==> config.mk <==
export PLATFORM = sky130hd
export DESIGN_NAME = m_pipe
export DESIGN_NICKNAME = d
export VERILOG_FILES = /design/src/rtl/m_pipe_pkg.sv /design/src/rtl/m_pipe_reg.sv /design/src/rtl/m_pipe.sv
export SDC_FILE = /design/constraint.sdc
export NUM_CORES = 1
export LEC_CHECK = 0
export CORE_ASPECT_RATIO = 1.25
export CORE_UTILIZATION = 30
export CTS_BUF_LIST = sky130_fd_sc_hd__clkbuf_8
export DETAILED_ROUTE_END_ITERATION = 10
export SLEW_MARGIN = 40
export SYNTH_ARGS = -nofsm -noshare
export SYNTH_HDL_FRONTEND = slang
export SYNTH_SLANG_ARGS = --single-unit
export TNS_END_PERCENT = 100
==> constraint.sdc <==
create_clock -name clock -period 29.4 [get_ports clock]
set_clock_uncertainty 0.2 [all_clocks]
set_input_delay 5.88 -clock clock [delete_from_list [all_inputs] [get_ports clock]]
set_output_delay 5.88 -clock clock [all_outputs]
set_load 0.01 [all_outputs]
==> src/rtl/m_pipe_pkg.sv <==
// m_pipe shared definitions: widths, ctrl bit layout, occupancy encoding.
// Optional perf counters are enabled with M_PIPE_PERF_EN.
package m_pipe_pkg;

  localparam int XLEN_D = 32;
  localparam int RW_D   = 5;

  localparam int CTRL_LOAD   = 7;
  localparam int CTRL_STORE  = 6;
  localparam int CTRL_F3_HI  = 5;
  localparam int CTRL_F3_LO  = 3;
  localparam int CTRL_SYS    = 2;
  localparam int CTRL_JUMP   = 1;
  localparam int CTRL_BRANCH = 0;

  typedef enum logic [1:0] {
    EMPTY = 2'd0,
    ONE   = 2'd1,
    FULL  = 2'd2
  } state_t;

  // pc, res, npc, src2, cnd, rd_wen, rd, ctrl
  function automatic int beat_w(input int xlen, input int rw);
    return 4 * xlen + 2 + rw + 8;
  endfunction

endpackage

==> src/rtl/m_pipe_reg.sv <==
// m_pipe payload register: load enable, selects fresh input or skid copy.
// Used for both the main and the skid slot of the E->M buffer.
module m_pipe_reg #(
  parameter int W = 32
) (
  input  logic         clock,
  input  logic         reset,
  input  logic         i_load,
  input  logic         i_sel_skid,
  input  logic [W-1:0] i_d,
  input  logic [W-1:0] i_skid,
  output logic [W-1:0] o_q
);

  logic [W-1:0] r_q;

  always_ff @(posedge clock or posedge reset) begin
    if (reset) begin
      r_q <= '0;
    end else if (i_load) begin
      r_q <= i_sel_skid ? i_skid : i_d;
    end
  end

  assign o_q = r_q;

endmodule

==> src/rtl/m_pipe.sv <==
// m_pipe: E->M boundary, two-entry skid buffer with registered ready.
// Define M_PIPE_PERF_EN to add stall / full-cycle perf counters.
module m_pipe
  import m_pipe_pkg::*;
#(
  parameter int XLEN = XLEN_D,
  parameter int RW   = RW_D
) (
  input  logic            clock,
  input  logic            reset,
  input  logic            flush_i,
  input  logic            e_valid_i,
  output logic            e_ready_o,
  input  logic [XLEN-1:0] pc_i,
  input  logic [XLEN-1:0] res_i,
  input  logic [XLEN-1:0] npc_i,
  input  logic            cnd_i,
  input  logic [XLEN-1:0] src2_i,
  input  logic [RW-1:0]   rd_i,
  input  logic            rd_wen_i,
  input  logic [7:0]      ctrl_i,
  output logic            m_valid_o,
  input  logic            M_ready_i,
  output logic [XLEN-1:0] pc_o,
  output logic [XLEN-1:0] res_o,
  output logic [XLEN-1:0] npc_o,
  output logic [XLEN-1:0] src2_o,
  output logic            cnd_o,
  output logic            rd_wen_o,
  output logic [RW-1:0]   rd_o,
  output logic [7:0]      ctrl_o
`ifdef M_PIPE_PERF_EN
  ,
  output logic [31:0]     perf_stall_o,
  output logic [31:0]     perf_full_o
`endif
);

  localparam int BW = beat_w(XLEN, RW);

  state_t         r_state;
  state_t         w_nstate;
  logic           w_in_fire;
  logic           w_out_fire;
  logic           w_main_ld;
  logic           w_main_sel;
  logic           w_skid_ld;
  logic [BW-1:0]  w_in;
  logic [BW-1:0]  w_main_q;
  logic [BW-1:0]  w_skid_q;

  assign w_in_fire  = e_valid_i & e_ready_o;
  assign w_out_fire = m_valid_o & M_ready_i;

  assign w_in = {pc_i, res_i, npc_i, src2_i,
                 cnd_i, rd_wen_i, rd_i, ctrl_i};

  // Flush suppresses every payload write; the dropped beat still handshakes.
  always_comb begin
    w_nstate   = r_state;
    w_main_ld  = 1'b0;
    w_main_sel = 1'b0;
    w_skid_ld  = 1'b0;
    unique case (r_state)
      EMPTY: begin
        if (w_in_fire) begin
          w_nstate  = ONE;
          w_main_ld = 1'b1;
        end
      end
      ONE: begin
        if (w_in_fire & w_out_fire) begin
          w_main_ld = 1'b1;
        end else if (w_in_fire) begin
          w_nstate  = FULL;
          w_skid_ld = 1'b1;
        end else if (w_out_fire) begin
          w_nstate  = EMPTY;
        end
      end
      FULL: begin
        if (w_out_fire) begin
          w_nstate   = ONE;
          w_main_ld  = 1'b1;
          w_main_sel = 1'b1;
        end
      end
      default: w_nstate = EMPTY;
    endcase
    if (flush_i) begin
      w_nstate  = EMPTY;
      w_main_ld = 1'b0;
      w_skid_ld = 1'b0;
    end
  end

  always_ff @(posedge clock or posedge reset) begin
    if (reset) begin
      r_state   <= EMPTY;
      e_ready_o <= 1'b1;
      m_valid_o <= 1'b0;
    end else begin
      r_state   <= w_nstate;
      e_ready_o <= (w_nstate != FULL);
      m_valid_o <= (w_nstate != EMPTY);
    end
  end

  m_pipe_reg #(.W(BW)) u_main (
    .clock      (clock),
    .reset      (reset),
    .i_load     (w_main_ld),
    .i_sel_skid (w_main_sel),
    .i_d        (w_in),
    .i_skid     (w_skid_q),
    .o_q        (w_main_q)
  );

  m_pipe_reg #(.W(BW)) u_skid (
    .clock      (clock),
    .reset      (reset),
    .i_load     (w_skid_ld),
    .i_sel_skid (1'b0),
    .i_d        (w_in),
    .i_skid     ({BW{1'b0}}),
    .o_q        (w_skid_q)
  );

  assign {pc_o, res_o, npc_o, src2_o,
          cnd_o, rd_wen_o, rd_o, ctrl_o} = w_main_q;

`ifdef M_PIPE_PERF_EN
  logic [31:0] r_stall;
  logic [31:0] r_full;

  always_ff @(posedge clock or posedge reset) begin
    if (reset) begin
      r_stall <= '0;
      r_full  <= '0;
    end else begin
      if (m_valid_o & ~M_ready_i) r_stall <= r_stall + 32'd1;
      if (r_state == FULL)        r_full  <= r_full + 32'd1;
    end
  end

  assign perf_stall_o = r_stall;
  assign perf_full_o  = r_full;
`endif

endmodule

==> reports/metrics.json <==
{
  "status": "complete, no violations",
  "combined_global_route_utilization_of_all_metal_layers_pct": 14.2,
  "ctsHoldBuffers": 0,
  "maximum_number_of_pins_on_one_net_before_global_route_repair": 122,
  "holdCritPathClass": "flop to flop",
  "clock-sinks": 290,
  "grt_pass1_wl_mm": 46.9,
  "floorplan.io_pins": 293,
  "worst-endpoint-arrival_ns": 8.55,
  "drive_gt1_share_pct": 45.5,
  "crit_fanout": 69,
  "setup.worst_path.start_class": "primary input",
  "critPathKind": "primary input to flop",
  "floorplan.core_area_mm2": 0.0410,
  "vertical_die_dimension_um": 230,
  "power_density_mw_per_mm2": 76.5,
  "register_area_share_after_synthesis_pct": 58.3,
  "synth_enable_flop_cells": 0,
  "dieArea_mm2": 0.0423,
  "synth_compound_gate_area_share_pct": 0.613,
  "hp-start": "u_skid.o_q[71]",
  "simple_gate_fraction_of_synth_area_pct": 0.422,
  "design.final.nets": 1238,
  "synth_warnings": 0,
  "max-cap-violations": 0,
  "setup_ws_ns": 21.11,
  "synth_adder_area_share_pct": 0,
  "critical_path.max_stage_delay_ns": 0.76,
  "synth.area.mux_share_pct": 38.8,
  "slew_headroom_pct": 45.7,
  "routed_via_count": 7603,
  "clk-insertion-delay-late_ns": 0.58,
  "sum_of_negative_setup_slack_ns": 0,
  "area_delta_synth_final_pct": 36.9,
  "setup_repair_after_global_routing_missed_its_margin": "false",
  "critPathLaunch": "M_ready_i",
  "p_total_mw": 1.30,
  "swShare_pct": 26.5,
  "netlist.top_cell.by_area": "dfrtp_1",
  "ant_nets": 0,
  "timing.critical_path.slowest_stage_cell": "a221oi_4",
  "clock_network_fraction_of_total_power_pct": 29.1,
  "drt_first_iter_violations": 248,
  "power_leakage_nw": 7.17,
  "remaining_drc_errors": 0,
  "post_cts_buffers": 0,
  "worst-slew-pin-transition_ns": 0.814,
  "fp.dieW_um": 184,
  "async_flop_share_pct": 100,
  "share_comb_of_total_power_pct": 25.4,
  "reg2reg_start": "r_state[0]",
  "detail_route.wl_per_cell_um": 17.7,
  "synth.top_cell.area_share_pct": 58.1,
  "max-vdd-ir-drop_v": 0.0000428,
  "io_buffers": 292,
  "final_critical_delay_including_setup_and_external_delays_ns": 8.29,
  "path_cells": "clkdlybuf4s50_1 -> nand4b_1 -> a221oi_4 -> buf_6 -> mux2_2",
  "post-synth-top-count-cell": "mux2_2",
  "total_switching_power_mw": 0.346,
  "placed_cells": 1589,
  "number_of_cts_inserted_buffers": 51,
  "number_of_cells_upsized_or_downsized_after_cts": 0,
  "ys_top_cells_by_count": "mux2_2 (429), dfrtp_1 (289), buf_2 (23), buf_1 (12), buf_4 (7)",
  "vias_per_cell": 4.51,
  "timing.final.hold_violations": 0,
  "place.gp.congestion": 0.744,
  "cp.required_ns": 29.66,
  "final-max-slew-violation-count": 0,
  "critical_path.endpoint_type": "flop",
  "dp.final_hpwl_mm": 18.6,
  "combinational_family_with_the_most_area_after_synthesis": "multiplexers",
  "htree_levels": 2,
  "clock_root_cell": "clkbuf_8",
  "seqPwrFrac_pct": 45.5,
  "finish.cell_count_without_fillers": 1684,
  "postRouteWirelength_mm": 29.7,
  "drt_first_pass_iters": 4,
  "syn_inst": 783,
  "grt.overflow.total": 0,
  "synth-seq-cells": 290,
  "synthesis.area_per_instance_um2": 15.9,
  "post-place-ws_ns": 20.51,
  "yosys.cell_types.count": 21,
  "internal_power_mw": 0.959,
  "initial_utilization_pct": 30.4,
  "synthTopCellsByArea": "dfrtp_1 (58%), mux2_2 (39%), buf_2 (0.92%), buf_4 (0.42%), buf_1 (0.36%)",
  "antenna_found_initial": 1,
  "syn-cell-area_mm2": 0.0125,
  "std_cell_rows": 83,
  "clock_tree.buffer_depth": 3,
  "fmax_ghz": 0.121,
  "postSynth.topFlopCell": "dfrtp_1",
  "clk_pin_slew_ns": 0.05,
  "finalSetupViolations": 0,
  "cts_tree": "done",
  "net_count_after_synthesis": 931,
  "synth_xor_area_share_pct": 0,
  "grt_pass1_vias": 8148,
  "final_worst_path_period_share_pct": 28.2
}
## routing by layer
layer  part of all wire [%]  GRT usage [%]
met1                     40           16.8
met2                     51           24.3
met3                    6.5           4.29
met4                    2.3           4.77
met5                      0              0
## power groups by stage
stage | Clock [mW] | Sequential, mW | Combinational [mW]
floorplan | 0 | 0.613 | 0.148
global placement | 0 | 0.595 | 0.331
detailed placement | 0 | 0.601 | 0.337
CTS | 0.397 | 0.595 | 0.338
global route | 0.414 | 0.612 | 0.357
finish | 0.379 | 0.594 | 0.332
## worst max-delay path, delay by kind of cell
kind | cells | cell delay, ns
compound gates | 1 | 0.76
buf+inv | 2 | 1.14
mux | 1 | 0.41
simple gates | 1 | 0.25
## layout make-up
type	instances	area [um2]
Antenna cell	1	2.50
Clock buffer	63	867
Clock inverter	31	179
Fill cell	3801	24000
Inverter	2	20.0
Multi-Input combinational cell	445	4970
Sequential cell	290	7260
Tap cell	552	691
Timing Repair Buffer	300	3060
## registers in the layout, summed over array words and instances, names as in the netlist
name	count
e_ready_o	1
m_valid_o	1
u_skid.o_q	143
u_main.o_q	143
r_state	2
## final timing paths
kind                                   endpoint  slack (ns)  cells after the start
max in group asynchronous        u_skid.o_q[89]       21.97                      4
worst max register to register  u_main.o_q[109]       26.39                      4
worst min register to register   u_skid.o_q[71]        0.30                      1
worst max-delay path            u_main.o_q[109]       21.11                      5
worst min-delay path             u_skid.o_q[71]        0.30                      1
min in group asynchronous       u_skid.o_q[140]        5.60                      2
## per-stage QoR
| step | hold slack (ns) | util, % | cell area (um2) |
|---|---|---|---|
| floorplan | 0.275 | - | 12500 |
| global placement | 0.283 | 38.8 | 15900 |
| detailed placement | 0.290 | 39.0 | 16000 |
| CTS | 0.306 | 41.6 | 17000 |
| global route | 0.314 | 41.6 | 17000 |
| finish | 0.300 | 41.6 | 17000 |
## layout by cell type (no fill, tap or decap)
master / count
nand2_4: 1
a31oi_1: 1
inv_1: 24
o21ba_2: 1
dfstp_2: 1
nor2b_1: 1
o21ai_0: 1
buf_6: 4
buf_12: 2
clkbuf_8: 63
clkinvlp_4: 1
a21bo_2: 1
bufinv_16: 2
a211o_1: 1
or3b_2: 1
nand4b_1: 1
a221oi_4: 1
nand3b_1: 1
mux2_2: 429
nand2_1: 2
clkinv_2: 5
inv_12: 1
and4b_1: 1
buf_16: 2
a21oi_1: 2
diode_2: 1
dfrtp_1: 289
clkdlybuf4s50_1: 292
## cell families (layout without fill, tap and decap cells)
kind of cell,Yosys count,in the layout
muxes,429,429
DFF,290,290
buffers and inverters,48,396
AOI/OAI and AO/OA,8,8
and+or+nand+nor,8,8
other,0,1
No activity file was read; power rests on OpenSTA's default activity.
